## src/rtl/i2s_transmitter.sv

```systemverilog
// Philips I2S output stage: one-sample input buffer with valid/read-done handshake,
// internal bclk/lrclk generation, and MSB-first serialization of the same sample to both slots.
module i2s_transmitter #(
  parameter int data_width = 16,
  parameter int bclk_div   = 4
) (
  input  logic                  clk,
  input  logic                  reset,
  input  logic [data_width-1:0] i_data,
  input  logic                  i_data_valid,
  output logic                  o_read_done,
  output logic                  o_bclk,
  output logic                  o_lrclk,
  output logic                  o_sdata,
  output logic                  o_underrun
);

  localparam int SLOTS = 2 * data_width;
  localparam int DIV_W = (bclk_div > 1) ? $clog2(bclk_div) : 1;
  localparam int BIT_W = $clog2(SLOTS);

  localparam logic [DIV_W-1:0] DIV_LAST  = DIV_W'(bclk_div - 1);
  localparam logic [BIT_W-1:0] SLOT_LAST = BIT_W'(SLOTS - 1);
  localparam logic [BIT_W-1:0] SLOT_HALF = BIT_W'(data_width);

  typedef enum logic {
    BUF_EMPTY = 1'b0,
    BUF_FULL  = 1'b1
  } buf_state_e;

  buf_state_e            state_q, state_d;
  logic [DIV_W-1:0]      div_cnt_q, div_cnt_d;
  logic [BIT_W-1:0]      bit_cnt_q, bit_cnt_d;
  logic                  bclk_q, bclk_d;
  logic                  lrclk_q, lrclk_d;
  logic                  sdata_q, sdata_d;
  logic                  read_done_q, read_done_d;
  logic                  underrun_q, underrun_d;
  logic [data_width-1:0] hold_q, hold_d;
  logic [data_width-1:0] shift_q, shift_d;

  logic                  div_tc;
  logic                  fall_strobe;
  logic                  load_pt;
  logic [data_width-1:0] load_word;
  logic [data_width-1:0] tx_src;

  assign div_tc      = (div_cnt_q == DIV_LAST);
  assign fall_strobe = div_tc & bclk_q;
  // Falling edge that leaves slot 0 and enters slot 1 (left MSB).
  assign load_pt     = fall_strobe & (bit_cnt_q == '0);

  // Bit clock, slot counter and word select.
  always_comb begin
    div_cnt_d = div_tc ? '0 : div_cnt_q + 1'b1;
    bclk_d    = div_tc ? ~bclk_q : bclk_q;
    bit_cnt_d = bit_cnt_q;
    lrclk_d   = lrclk_q;
    if (fall_strobe) begin
      bit_cnt_d = (bit_cnt_q == SLOT_LAST) ? '0 : bit_cnt_q + 1'b1;
      lrclk_d   = (bit_cnt_d >= SLOT_HALF);
    end
  end

  // Input buffer FSM; the load point looks at the state before any same-cycle capture.
  always_comb begin
    state_d     = state_q;
    hold_d      = hold_q;
    read_done_d = 1'b0;
    case (state_q)
      BUF_EMPTY: begin
        if (i_data_valid) begin
          hold_d      = i_data;
          read_done_d = 1'b1;
          state_d     = BUF_FULL;
        end
      end
      BUF_FULL: begin
        if (load_pt) begin
          state_d = BUF_EMPTY;
        end
      end
      default: state_d = BUF_EMPTY;
    endcase
  end

  // Underrun reloads the shift register, which is back in its original
  // orientation after a full frame of 2W rotations.
  assign load_word = (state_q == BUF_FULL) ? hold_q : shift_q;
  assign tx_src    = load_pt ? load_word : shift_q;

  // Rotate-left serializer: MSB goes out, so slot 0 naturally carries the previous LSB.
  always_comb begin
    shift_d    = shift_q;
    sdata_d    = sdata_q;
    underrun_d = 1'b0;
    if (fall_strobe) begin
      sdata_d = tx_src[data_width-1];
      shift_d = {tx_src[data_width-2:0], tx_src[data_width-1]};
      if (load_pt && (state_q == BUF_EMPTY)) begin
        underrun_d = 1'b1;
      end
    end
  end

  always_ff @(posedge clk) begin
    if (reset) begin
      state_q     <= BUF_EMPTY;
      div_cnt_q   <= '0;
      bit_cnt_q   <= '0;
      bclk_q      <= 1'b0;
      lrclk_q     <= 1'b0;
      sdata_q     <= 1'b0;
      read_done_q <= 1'b0;
      underrun_q  <= 1'b0;
      hold_q      <= '0;
      shift_q     <= '0;
    end else begin
      state_q     <= state_d;
      div_cnt_q   <= div_cnt_d;
      bit_cnt_q   <= bit_cnt_d;
      bclk_q      <= bclk_d;
      lrclk_q     <= lrclk_d;
      sdata_q     <= sdata_d;
      read_done_q <= read_done_d;
      underrun_q  <= underrun_d;
      hold_q      <= hold_d;
      shift_q     <= shift_d;
    end
  end

  assign o_read_done = read_done_q;
  assign o_bclk      = bclk_q;
  assign o_lrclk     = lrclk_q;
  assign o_sdata     = sdata_q;
  assign o_underrun  = underrun_q;

endmodule
```

## config.mk

```make
export PLATFORM = sky130hd
export DESIGN_NAME = i2s_transmitter
export DESIGN_NICKNAME = d
export VERILOG_FILES = /design/src/rtl/i2s_transmitter.sv
export SDC_FILE = /design/constraint.sdc
export NUM_CORES = 1
export LEC_CHECK = 0
export BUFFER_PORTS_ARGS = -buffer_cell sky130_fd_sc_hd__clkbuf_2
export CORE_MARGIN = 5
export CORE_UTILIZATION = 45
export DETAILED_ROUTE_END_ITERATION = 7
export SKIP_CTS_REPAIR_TIMING = 1
export SLEW_MARGIN = 10
export SYNTH_ARGS = -nofsm -noshare
export SYNTH_HDL_FRONTEND = slang
export SYNTH_SLANG_ARGS = --single-unit
export TNS_END_PERCENT = 5
```

## constraint.sdc

```tcl
create_clock -name clk -period 4.7 [get_ports clk]
set_input_delay 1.175 -clock clk [delete_from_list [all_inputs] [get_ports clk]]
set_output_delay 1.175 -clock clk [all_outputs]
set_load 0.02 [all_outputs]
```

==> results of run 1 <==
[layout make-up]
class	count	area [sq um]	share of cell area (%)
Clock buffer	6	72.57	3.718
Multi-Input combinational cell	149	829.5	42.50
Inverter	3	11.26	0.5769
Sequential cell	43	860.8	44.10
Tap cell	50	62.56	3.205
Timing Repair Buffer	23	115.1	5.897
[layout by cell type (no fill, tap or decap)]
cell,n
nor2b_1,1
nand2b_1,1
xnor2_1,1
a311oi_1,16
a21oi_1,22
nor2_1,20
clkbuf_2,23
clkbuf_1,1
clkbuf_8,5
nor4_4,1
ha_1,4
and2_1,1
a31oi_1,1
nand2_1,37
or4b_1,2
and3_1,1
nor4b_4,1
dfxtp_1,43
nand3_1,17
or4_1,1
nor3b_1,1
o21ai_0,6
o21ai_1,13
inv_1,3
nor4bb_1,1
nor3_1,1
[how the worst max path moves through the flow]
stage,startpoint,end,slack (ns),cells past startpoint
final,i_data_valid,hold_q[10],2.58,4
after floorplan,i_data_valid,hold_q[0],2.68,5
after detailed placement,i_data_valid,hold_q[10],2.28,4
after global routing,i_data_valid,hold_q[3],2.40,4
after CTS,i_data_valid,hold_q[10],2.58,4
after global placement,i_data_valid,hold_q[0],2.37,4
[through the flow]
stage	utilization, %	instance area, sq um	std cells
after floorplan	-	1803	214
after global placement	47.67	1879	268
after detailed placement	47.67	1879	268
after CTS	49.51	1952	274
after global routing	49.51	1952	274
final	49.51	1952	274
[power by group through the flow]
stage | Combinational [mW] | Sequential [mW] | Clock, mW
floorplan | 0.0390 | 0.393 | 0
global route | 0.0559 | 0.392 | 0.230
global placement | 0.0476 | 0.397 | 0
detailed placement | 0.0493 | 0.398 | 0
finish | 0.0490 | 0.390 | 0.209
CTS | 0.0494 | 0.389 | 0.216
[kinds of logic (layout without fill, tap and decap cells)]
kind of cell / after synthesis / after routing / share of synthesized area (%)
adders and majority gates: 4 / 4 / 2.776
AOI/OAI and AO/OA: 58 / 58 / 19.50
buffers and inverters: 22 / 32 / 6.246
DFF: 43 / 43 / 47.74
and+or+nand+nor: 86 / 86 / 23.25
xor gates and xnor gates: 1 / 1 / 0.4859
[worst max-delay path, cell delays in order]
cell and delay, ns:
clkbuf_2 0.08, nor2b_1 0.75, nand2_1 0.15, a21oi_1 0.16
[state kept, by name (all words and copies together), names as in the netlist]
signal       cells
hold_q          16
shift_q         16
bit_cnt_q        5
div_cnt_q        2
o_bclk           1
o_read_done      1
o_underrun       1
state_q          1
[routing by layer]
layer	up-vias	wire length [um]	GRT usage, %
li1	772	-	-
met1	662	1872	20.41
met2	42	1496	20.36
met3	2	215	4.788
met4	0	17	4.829
met5	-	0	0
==> flow_summary.html, run 1 <==
<table>
<tr><th>Metric</th><th>Value</th></tr>
<tr><th colspan="2">Run status</th></tr>
<tr><td>Result of the run</td><td>finished clean</td></tr>
<tr><th colspan="2">Floorplanning</th></tr>
<tr><td>Die width</td><td>73.30 um</td></tr>
<tr><td>Die ar.</td><td>0.005372 sq mm</td></tr>
<tr><td>Row Count</td><td>23</td></tr>
<tr><td>Core area</td><td>0.003943 sq mm</td></tr>
<tr><td>Initial cell density of the core</td><td>45.73%</td></tr>
<tr><td>Number of ports placed on the die boundary</td><td>24</td></tr>
<tr><td>Die Span Y</td><td>73.30 um</td></tr>
<tr><th colspan="2">Min path</th></tr>
<tr><td>Worst hold path stage count</td><td>1</td></tr>
<tr><td>Hold path startpoint</td><td>div_cnt_q[0]</td></tr>
<tr><td>Hold EP</td><td>div_cnt_q[0]</td></tr>
<tr><td>Type of the most critical hold path</td><td>register to register</td></tr>
<tr><th colspan="2">Critical path</th></tr>
<tr><td>Startpoint of the worst-slack reg-to-reg timing path</td><td>bit_cnt_q[0]</td></tr>
<tr><td>Worst reg2reg path depth</td><td>5</td></tr>
<tr><td>Worst EP arrival</td><td>2.32 ns</td></tr>
<tr><td>End of the worst register-to-register path</td><td>shift_q[4]</td></tr>
<tr><td>Register-to-register setup slack</td><td>2.74 ns</td></tr>
<tr><td>Required @ worst endpoint</td><td>4.90 ns</td></tr>
<tr><td>CP Launch Type</td><td>input pin</td></tr>
<tr><td>Startpoint-to-endpoint class of the critical path</td><td>input pin to register</td></tr>
<tr><td>Category of the worst setup path capture point</td><td>register</td></tr>
<tr><td>Peak fanout along the critical path</td><td>16</td></tr>
<tr><th colspan="2">Timing</th></tr>
<tr><td>Number of pins exceeding their max-slew limit in the final report</td><td>0</td></tr>
<tr><td>RSZ-0062 raised after global routing</td><td>no</td></tr>
<tr><td>Final Hold Violating Endpoints</td><td>0</td></tr>
<tr><td>Summed negative setup slack over all endpoints</td><td>0 ns</td></tr>
<tr><td>Actual slew at the worst max-slew pin</td><td>1.084 ns</td></tr>
<tr><td>Final Skew</td><td>0.005723 ns</td></tr>
<tr><td>Post-route setup slack</td><td>2.582 ns</td></tr>
<tr><td>Minimum clock period</td><td>2.118 ns</td></tr>
<tr><td>Worst hold slack after final layout</td><td>0.4264 ns</td></tr>
<tr><td>Rel. slew slack</td><td>27.73%</td></tr>
<tr><td>Part of the cycle the worst path needs</td><td>45.06%</td></tr>
<tr><td>Final setup violation count</td><td>0</td></tr>
<tr><td>Highest achievable clock rate</td><td>0.4722 GHz</td></tr>
<tr><th colspan="2">Yosys</th></tr>
<tr><td>Commonest cells post-synth</td><td>43 x dfxtp_1, 37 x nand2_1, 22 x a21oi_1, 20 x nor2_1, 17 x nand3_1</td></tr>
<tr><td>Number of flops mapped to enable cells by yosys</td><td>0</td></tr>
<tr><td>Mapped cell area</td><td>0.001803 sq mm</td></tr>
<tr><td>Nets in the synthesized netlist</td><td>237</td></tr>
<tr><td>Synthesized instance count</td><td>214</td></tr>
<tr><td>Sequential element share of the synthesized area</td><td>47.74%</td></tr>
<tr><td>Most numerous cell in the Yosys netlist</td><td>dfxtp_1</td></tr>
<tr><td>Top cell type's share of synthesized area</td><td>47.74%</td></tr>
<tr><td>Leading cell types by total area after synthesis</td><td>dfxtp_1 48%, a311oi_1 7.8%, nand2_1 7.7%</td></tr>
<tr><td>Warning count from the yosys run</td><td>0</td></tr>
<tr><td>Synthesis-stage register bit count</td><td>43</td></tr>
<tr><td>Top_reg_cell synth</td><td>dfxtp_1</td></tr>
<tr><td>Synth area leader</td><td>dfxtp_1</td></tr>
<tr><td>Count of unique library cells instantiated by Yosys</td><td>29</td></tr>
<tr><td>Average size of a mapped cell</td><td>8.425 sq um</td></tr>
<tr><td>Fraction of registers with async set or reset after synthesis</td><td>0%</td></tr>
<tr><th colspan="2">Layout</th></tr>
<tr><td>Fraction of final layout cells sized beyond drive strength 1</td><td>13.39%</td></tr>
<tr><td>Total inserted antenna cells</td><td>0</td></tr>
<tr><td>Area delta synth-&gt;final</td><td>8.258%</td></tr>
<tr><td>Layout filler cell count</td><td>371</td></tr>
<tr><td>NumNets Final</td><td>248</td></tr>
<tr><th colspan="2">Clock tree</th></tr>
<tr><td>H-tree depth reported by CTS</td><td>2</td></tr>
<tr><td>Clock tree buffer depth</td><td>2</td></tr>
<tr><td>Total clock buffers created by CTS</td><td>5</td></tr>
<tr><td>Clock latency on the worst-skew pair</td><td>0.29 ns</td></tr>
<tr><td>Clock transition at the registers of the reported paths</td><td>0.07 ns</td></tr>
<tr><td>Clock tree from TritonCTS</td><td>done</td></tr>
<tr><td>Number of clock sinks</td><td>43</td></tr>
<tr><td>Root buffer cell</td><td>clkbuf_8</td></tr>
<tr><th colspan="2">Detailed routing</th></tr>
<tr><td>Starting DRC count in detailed routing</td><td>169</td></tr>
<tr><td>Count of nets left with antenna violations after detail routing</td><td>0</td></tr>
<tr><td>Aggregate routed wire length</td><td>3600 um</td></tr>
<tr><td>Post-detailed-route via-to-cell ratio</td><td>5.394</td></tr>
<tr><td>Remaining design rule violation count</td><td>0</td></tr>
<tr><td>Initial DRT Pass Iterations</td><td>4</td></tr>
<tr><td>Wire length per cell</td><td>13.14 um</td></tr>
<tr><td>Total number of vias</td><td>1478</td></tr>
<tr><th colspan="2">Placement</th></tr>
<tr><td>Detailed placer's ending HPWL</td><td>2454 um</td></tr>
<tr><td>Worst-case setup slack after placement</td><td>2.279 ns</td></tr>
<tr><td>Number of I/O port buffers</td><td>23</td></tr>
<tr><td>Placer congestion estimate</td><td>0.7449</td></tr>
<tr><th colspan="2">GRT</th></tr>
<tr><td>Overall global routing resource usage</td><td>14.36%</td></tr>
<tr><td>Largest net degree at the start of global routing</td><td>44</td></tr>
<tr><td>Initial antenna violation count</td><td>0</td></tr>
<tr><td>Via count of the first global-routing pass</td><td>1328</td></tr>
<tr><td>Global-route wire length before repair</td><td>6058 um</td></tr>
<tr><td>Total gr overflow</td><td>0</td></tr>
<tr><th colspan="2">Power and ir drop</th></tr>
<tr><td>Part of the power in registers</td><td>60.1%</td></tr>
<tr><td>Worst IR drop on VDD</td><td>163.1 uV</td></tr>
<tr><td>Internal cell power</td><td>495.9 uW</td></tr>
<tr><td>Share of power burned in the clock network</td><td>32.3%</td></tr>
<tr><td>Switching power of the nets</td><td>151.8 uW</td></tr>
<tr><td>Switching power as a share of total power</td><td>23.44%</td></tr>
<tr><td>Lkg Pwr</td><td>0.6826 nW</td></tr>
<tr><td>Combinational share of power</td><td>7.6%</td></tr>
<tr><td>Areal power density over the cells</td><td>331.8 mW/mm^2</td></tr>
<tr><td>Total power consumption of the routed design</td><td>647.7 uW</td></tr>
<tr><th colspan="2">Job</th></tr>
<tr><td>Number of maximum-capacitance constraint violations</td><td>0</td></tr>
</table>
No activity file was read; power rests on OpenSTA's default activity.
==> run 2: changes to the inputs <==
--- a/config.mk
+++ b/config.mk
@@ -9,6 +9,7 @@
 export CORE_MARGIN = 5
 export CORE_UTILIZATION = 45
 export DETAILED_ROUTE_END_ITERATION = 7
+export PLACE_DENSITY = 0.67
 export SKIP_CTS_REPAIR_TIMING = 1
 export SLEW_MARGIN = 10
 export SYNTH_ARGS = -nofsm -noshare
==> constraint.sdc (replaced) <==
create_clock -name clk -period 1.75 [get_ports clk]
set_input_delay 0.4375 -clock clk [delete_from_list [all_inputs] [get_ports clk]]
set_output_delay 0.4375 -clock clk [all_outputs]
set_load 0.02 [all_outputs]
==> run 2 against run 1 <==
  * Clock power increased to 3.8 times the previous value
  * Setup slack got worse by 2.5 ns
  * Cell count grew 4.0%
  * Non-clock buffer count up 9
  * Die area stayed put
  * Utilization increased by 3.7 points
  * Wire length grew 2.8%
  * Design area up 7.4%
  * Register-to-register slack lost 2.7 ns
  * Global-route usage is 0.24 points higher
  * Sequential power rose to 2.7 times the previous value
==> flow_summary.html, run 2 (synthesis results as in run 1) <==
<table>
<tr><th>Metric</th><th>Value</th></tr>
<tr><th colspan="2">Layout</th></tr>
<tr><td>Leading cell type in the layout, fill and taps excluded</td><td>dfxtp_1</td></tr>
<tr><td>Area delta synth-&gt;final</td><td>16.31%</td></tr>
<tr><td>Top library cells by usage in the layout, fill and taps aside</td><td>41 x dfxtp_1, 37 x nand2_1, 23 x clkbuf_2</td></tr>
<tr><td>Fraction of final layout cells sized beyond drive strength 1</td><td>19.57%</td></tr>
<tr><td>Total inserted antenna cells</td><td>0</td></tr>
<tr><td>Finished Layout Cells</td><td>285</td></tr>
<tr><td>Layout filler cell count</td><td>348</td></tr>
<tr><td>NumNets Final</td><td>257</td></tr>
<tr><td>Biggest registers after layout</td><td>hold_q: 16 flops, shift_q: 16 flops, bit_cnt_q: 5 flops</td></tr>
<tr><td>Final design utilization</td><td>53.19%</td></tr>
<tr><th colspan="2">GRT</th></tr>
<tr><td>Via count of the first global-routing pass</td><td>1381</td></tr>
<tr><td>Initial antenna violation count</td><td>0</td></tr>
<tr><td>Largest net degree at the start of global routing</td><td>44</td></tr>
<tr><td>Overall global routing resource usage</td><td>14.60%</td></tr>
<tr><td>Global-route wire length before repair</td><td>6210 um</td></tr>
<tr><td>Total gr overflow</td><td>0</td></tr>
<tr><th colspan="2">Clock tree</th></tr>
<tr><td>H-tree depth reported by CTS</td><td>2</td></tr>
<tr><td>Clock latency on the worst-skew pair</td><td>0.29 ns</td></tr>
<tr><td>Clock tree from TritonCTS</td><td>done</td></tr>
<tr><td>Number of clock sinks</td><td>43</td></tr>
<tr><td>Clock transition at the registers of the reported paths</td><td>0.08 ns</td></tr>
<tr><td>Total clock buffers created by CTS</td><td>5</td></tr>
<tr><td>Root buffer cell</td><td>clkbuf_8</td></tr>
<tr><td>Clock tree buffer depth</td><td>2</td></tr>
<tr><th colspan="2">Critical path</th></tr>
<tr><td>Startpoint-to-endpoint class of the critical path</td><td>register to register</td></tr>
<tr><td>Peak fanout along the critical path</td><td>6</td></tr>
<tr><td>Category of the worst setup path capture point</td><td>register</td></tr>
<tr><td>CP Launch Type</td><td>register</td></tr>
<tr><td>Worst EP arrival</td><td>1.91 ns</td></tr>
<tr><td>Required @ worst endpoint</td><td>1.98 ns</td></tr>
<tr><th colspan="2">Min path</th></tr>
<tr><td>Type of the most critical hold path</td><td>input pin to register</td></tr>
<tr><th colspan="2">Detailed routing</th></tr>
<tr><td>Starting DRC count in detailed routing</td><td>84</td></tr>
<tr><td>Initial DRT Pass Iterations</td><td>4</td></tr>
<tr><td>Remaining design rule violation count</td><td>0</td></tr>
<tr><td>Total number of vias</td><td>1521</td></tr>
<tr><td>Wire length per cell</td><td>12.98 um</td></tr>
<tr><td>Aggregate routed wire length</td><td>3700 um</td></tr>
<tr><td>Post-detailed-route via-to-cell ratio</td><td>5.337</td></tr>
<tr><td>Count of nets left with antenna violations after detail routing</td><td>0</td></tr>
<tr><th colspan="2">Power and ir drop</th></tr>
<tr><td>Areal power density over the cells</td><td>947.9 mW/mm^2</td></tr>
<tr><td>Total power consumption of the routed design</td><td>1.988 mW</td></tr>
<tr><td>Worst IR drop on VDD</td><td>521.4 uV</td></tr>
<tr><td>Lkg Pwr</td><td>0.7572 nW</td></tr>
<tr><th colspan="2">Timing</th></tr>
<tr><td>Final Skew</td><td>0.003459 ns</td></tr>
<tr><td>Minimum clock period</td><td>1.680 ns</td></tr>
<tr><td>RSZ-0062 raised after global routing</td><td>no</td></tr>
<tr><td>Highest achievable clock rate</td><td>0.5952 GHz</td></tr>
<tr><td>Actual slew at the worst max-slew pin</td><td>0.6137 ns</td></tr>
<tr><td>Final setup violation count</td><td>0</td></tr>
<tr><td>Worst hold slack after final layout</td><td>0.3567 ns</td></tr>
<tr><td>Final Hold Violating Endpoints</td><td>0</td></tr>
<tr><td>Rel. slew slack</td><td>58.90%</td></tr>
<tr><td>Part of the cycle the worst path needs</td><td>96.01%</td></tr>
<tr><td>Number of pins exceeding their max-slew limit in the final report</td><td>0</td></tr>
<tr><th colspan="2">Placement</th></tr>
<tr><td>Detailed placer's ending HPWL</td><td>2398 um</td></tr>
<tr><td>Placed instance count</td><td>277</td></tr>
<tr><td>Number of I/O port buffers</td><td>23</td></tr>
<tr><td>Placer congestion estimate</td><td>0.7075</td></tr>
<tr><th colspan="2">Floorplanning</th></tr>
<tr><td>Initial cell density of the core</td><td>45.73%</td></tr>
<tr><td>Core area</td><td>0.003943 sq mm</td></tr>
<tr><td>Die ar.</td><td>0.005372 sq mm</td></tr>
<tr><td>Row Count</td><td>23</td></tr>
<tr><td>Number of ports placed on the die boundary</td><td>24</td></tr>
<tr><td>Die width</td><td>73.30 um</td></tr>
<tr><td>Die Span Y</td><td>73.30 um</td></tr>
<tr><th colspan="2">Job</th></tr>
<tr><td>Number of maximum-capacitance constraint violations</td><td>0</td></tr>
<tr><th colspan="2">Run status</th></tr>
<tr><td>Result of the run</td><td>finished clean</td></tr>
</table>
run 2: cell count changes in the layout (fill, tap and decap cells not counted), moves of 2 or more:
cell / previous run / this run
dfxtp_1: 43 / 41
buf_12: 0 / 2
buf_4: 0 / 7
dfxtp_2: 0 / 2
run 2: stage by stage:
| stage | TNS (ns) | worst slack [ns] | instance area, sq um |
|---|---|---|---|
| after floorplan | 0 | 0.1337 | 1803 |
| after global placement | 0 | 0.08123 | 1972 |
| after detailed placement | -0.0002733 | -0.0002733 | 1972 |
| after CTS | 0 | 0.004331 | 2090 |
| after global routing | 0 | 0.002130 | 2097 |
| final | 0 | 0.06977 | 2097 |
run 2: metal layers:
metal / vias up / global-route usage (%) / part of all wire, %
li1: 790 / - / -
met1: 702 / 18.99 / 48
met2: 22 / 23.63 / 47
met3: 7 / 2.873 / 3.2
met4: 0 / 6.036 / 1.7
met5: - / 0 / 0
run 2: power by group:
part	internal [mW]	switching [mW]	total [mW]	leakage [nW]
Sequential	1.01	0.0217	1.04	0.351
Combinational	0.0635	0.0935	0.157	0.345
Clock	0.462	0.333	0.794	0.0612
run 2: final cells by class:
type	instances	area, sq um	area share, %
sequential	43	863.3	41.17
multi-input combinational	149	834.6	39.80
timing repair buffer	32	207.7	9.905
clock buffer	6	82.58	3.938
tap	50	62.56	2.983
clock inverter	2	35.03	1.671
inverter	3	11.26	0.5370
run 2: path summary, 6_finish.rpt:
check	start	end	slack [ns]	cells after the start
max	bit_cnt_q[0]	bit_cnt_q[2]	0.07	5
min	i_data[13]	hold_q[13]	0.36	3
max reg2reg	bit_cnt_q[0]	bit_cnt_q[2]	0.07	5
min reg2reg	div_cnt_q[0]	div_cnt_q[0]	0.42	1
run 2: worst max-delay path: stages, from the launching register on:
cell and delay (ns):
dfxtp_2 0.35, ha_1 0.23, and3_1 0.21, ha_2 0.20, or4b_1 0.49, a21oi_1 0.14
==> run 3: changes to the inputs <==
--- a/config.mk
+++ b/config.mk
@@ -6,10 +6,12 @@
 export NUM_CORES = 1
 export LEC_CHECK = 0
 export BUFFER_PORTS_ARGS = -buffer_cell sky130_fd_sc_hd__clkbuf_2
+export CAP_MARGIN = 40
 export CORE_MARGIN = 5
 export CORE_UTILIZATION = 45
 export DETAILED_ROUTE_END_ITERATION = 7
 export PLACE_DENSITY = 0.67
+export RECOVER_POWER = 50
 export SKIP_CTS_REPAIR_TIMING = 1
 export SLEW_MARGIN = 10
 export SYNTH_ARGS = -nofsm -noshare
==> run 3 against run 2 <==
  * Cell count is the same
  * Critical path depth is the same
  * Sequential cell count is the same
  * Highest routed layer unchanged
  * Critical endpoint unchanged
  * Combinational power is essentially flat
  * Power shrank 8.8%
  * Largest cell class unchanged
==> flow_summary.html, run 3 (synthesis results as in run 1) <==
<table>
<tr><th>Metric</th><th>Value</th></tr>
<tr><th colspan="2">Run status</th></tr>
<tr><td>Result of the run</td><td>finished clean</td></tr>
<tr><th colspan="2">Timing</th></tr>
<tr><td>Number of pins exceeding their max-slew limit in the final report</td><td>0</td></tr>
<tr><td>Summed negative setup slack over all endpoints</td><td>0 ns</td></tr>
<tr><td>Final Skew</td><td>0.005004 ns</td></tr>
<tr><td>Minimum clock period</td><td>1.650 ns</td></tr>
<tr><td>Actual slew at the worst max-slew pin</td><td>0.5318 ns</td></tr>
<tr><td>Part of the cycle the worst path needs</td><td>94.26%</td></tr>
<tr><td>RSZ-0062 raised after global routing</td><td>no</td></tr>
<tr><td>Final setup violation count</td><td>0</td></tr>
<tr><td>Highest achievable clock rate</td><td>0.6062 GHz</td></tr>
<tr><td>Rel. slew slack</td><td>64.47%</td></tr>
<tr><td>Final Hold Violating Endpoints</td><td>0</td></tr>
<tr><th colspan="2">Detailed routing</th></tr>
<tr><td>Post-detailed-route via-to-cell ratio</td><td>5.347</td></tr>
<tr><td>Aggregate routed wire length</td><td>3656 um</td></tr>
<tr><td>Total number of vias</td><td>1524</td></tr>
<tr><td>Wire length per cell</td><td>12.83 um</td></tr>
<tr><td>Initial DRT Pass Iterations</td><td>4</td></tr>
<tr><td>Count of nets left with antenna violations after detail routing</td><td>0</td></tr>
<tr><td>Remaining design rule violation count</td><td>0</td></tr>
<tr><td>Starting DRC count in detailed routing</td><td>55</td></tr>
<tr><th colspan="2">Layout</th></tr>
<tr><td>Leading cell type in the layout, fill and taps excluded</td><td>dfxtp_1</td></tr>
<tr><td>Fraction of final layout cells sized beyond drive strength 1</td><td>17.02%</td></tr>
<tr><td>Total inserted antenna cells</td><td>0</td></tr>
<tr><td>Top library cells by usage in the layout, fill and taps aside</td><td>41 x dfxtp_1, 37 x nand2_1, 22 x a21oi_1</td></tr>
<tr><td>Finished Layout Cells</td><td>285</td></tr>
<tr><td>Area delta synth-&gt;final</td><td>14.30%</td></tr>
<tr><td>NumNets Final</td><td>258</td></tr>
<tr><td>Biggest registers after layout</td><td>hold_q: 16 flops, shift_q: 16 flops, bit_cnt_q: 5 flops</td></tr>
<tr><th colspan="2">Clock tree</th></tr>
<tr><td>Clock tree buffer depth</td><td>2</td></tr>
<tr><td>H-tree depth reported by CTS</td><td>2</td></tr>
<tr><td>Total clock buffers created by CTS</td><td>5</td></tr>
<tr><td>Number of clock sinks</td><td>43</td></tr>
<tr><td>Clock latency on the worst-skew pair</td><td>0.29 ns</td></tr>
<tr><td>Clock transition at the registers of the reported paths</td><td>0.07 ns</td></tr>
<tr><td>Clock tree from TritonCTS</td><td>done</td></tr>
<tr><td>Root buffer cell</td><td>clkbuf_8</td></tr>
<tr><th colspan="2">Critical path</th></tr>
<tr><td>Peak fanout along the critical path</td><td>6</td></tr>
<tr><td>CP Launch Type</td><td>register</td></tr>
<tr><td>Required @ worst endpoint</td><td>1.97 ns</td></tr>
<tr><td>Worst path cell trace</td><td>ha_1 &gt; and3_1 &gt; ha_2 &gt; or4b_1 &gt; a21oi_1</td></tr>
<tr><td>Worst EP arrival</td><td>1.87 ns</td></tr>
<tr><td>Highest-delay cell along the critical path</td><td>or4b_1</td></tr>
<tr><td>Max incr delay on CP</td><td>0.50 ns</td></tr>
<tr><td>Startpoint-to-endpoint class of the critical path</td><td>register to register</td></tr>
<tr><td>Category of the worst setup path capture point</td><td>register</td></tr>
<tr><th colspan="2">Power and ir drop</th></tr>
<tr><td>Worst IR drop on VDD</td><td>542.4 uV</td></tr>
<tr><td>Areal power density over the cells</td><td>879.4 mW/mm^2</td></tr>
<tr><td>Lkg Pwr</td><td>0.7275 nW</td></tr>
<tr><th colspan="2">Job</th></tr>
<tr><td>Number of maximum-capacitance constraint violations</td><td>0</td></tr>
<tr><th colspan="2">GRT</th></tr>
<tr><td>Global-route wire length before repair</td><td>6272 um</td></tr>
<tr><td>Largest net degree at the start of global routing</td><td>44</td></tr>
<tr><td>Overall global routing resource usage</td><td>14.79%</td></tr>
<tr><td>Total gr overflow</td><td>0</td></tr>
<tr><td>Via count of the first global-routing pass</td><td>1370</td></tr>
<tr><td>Initial antenna violation count</td><td>0</td></tr>
<tr><th colspan="2">Floorplanning</th></tr>
<tr><td>Core area</td><td>0.003943 sq mm</td></tr>
<tr><td>Die ar.</td><td>0.005372 sq mm</td></tr>
<tr><td>Die width</td><td>73.30 um</td></tr>
<tr><td>Number of ports placed on the die boundary</td><td>24</td></tr>
<tr><td>Row Count</td><td>23</td></tr>
<tr><td>Die Span Y</td><td>73.30 um</td></tr>
<tr><td>Initial cell density of the core</td><td>45.73%</td></tr>
<tr><th colspan="2">Placement</th></tr>
<tr><td>Placer congestion estimate</td><td>0.7075</td></tr>
<tr><td>Detailed placer's ending HPWL</td><td>2405 um</td></tr>
<tr><td>Placed instance count</td><td>278</td></tr>
<tr><td>Number of I/O port buffers</td><td>23</td></tr>
<tr><th colspan="2">Min path</th></tr>
<tr><td>Type of the most critical hold path</td><td>input pin to register</td></tr>
</table>
[run 3: routing by layer]
| metal | routed length, um | up-vias | part of all wire (%) | global-route usage [%] |
|---|---|---|---|---|
| met5 | 0 | - | 0 | 0 |
| met4 | 63 | 0 | 1.7 | 6.036 |
| met3 | 102 | 5 | 2.8 | 3.010 |
| met2 | 1605 | 18 | 44 | 23.14 |
| met1 | 1885 | 705 | 52 | 19.90 |
| li1 | - | 796 | - | - |
[run 3: path summary, 6_finish.rpt]
path | start | depth (start not counted) | to | slack [ns]
worst min-delay path | i_data[13] | 3 | hold_q[13] | 0.36
worst min register to register | div_cnt_q[0] | 1 | div_cnt_q[0] | 0.42
worst max-delay path | bit_cnt_q[0] | 5 | bit_cnt_q[2] | 0.10
worst max register to register | bit_cnt_q[0] | 5 | bit_cnt_q[2] | 0.10
[run 3: layout make-up]
cell class	count	area (sq um)
inverters	3	11.26
flip-flops and latches	43	863.3
clock buffers	6	82.58
well taps	50	62.56
fillers	350	1882
clock inverters	1	5.005
multi-input cells	149	832.0
repair buffers	33	203.9
[run 3: power by group]
part | switching, mW | internal (mW)
Combinational | 0.0954 | 0.0620
Clock | 0.309 | 0.309
Sequential | 0.0213 | 1.01
Total | 0.426 | 1.39
[run 3: worst max-delay path: cells and delay by family (launching register included)]
family	cells	cell delay, ns
AO/OA/AOI/OAI	1	0.14
adder cells (fa/ha/maj)	2	0.41
flip-flops	1	0.35
AND/OR/NAND/NOR	2	0.69
[run 3: per-stage QoR]
stage	hold WS, ns	util (%)	power [mW]	cell area, sq um	setup WS [ns]
after global placement	0.4168	50.02	1.214	1972	0.08123
after global routing	0.3616	52.27	1.895	2061	0.02353
after CTS	0.3540	52.43	1.844	2067	0.03651
after detailed placement	0.4171	50.21	1.221	1979	0.05372
after floorplan	0.4043	-	1.161	1803	0.1337
final	0.3623	52.27	1.812	2061	0.1004
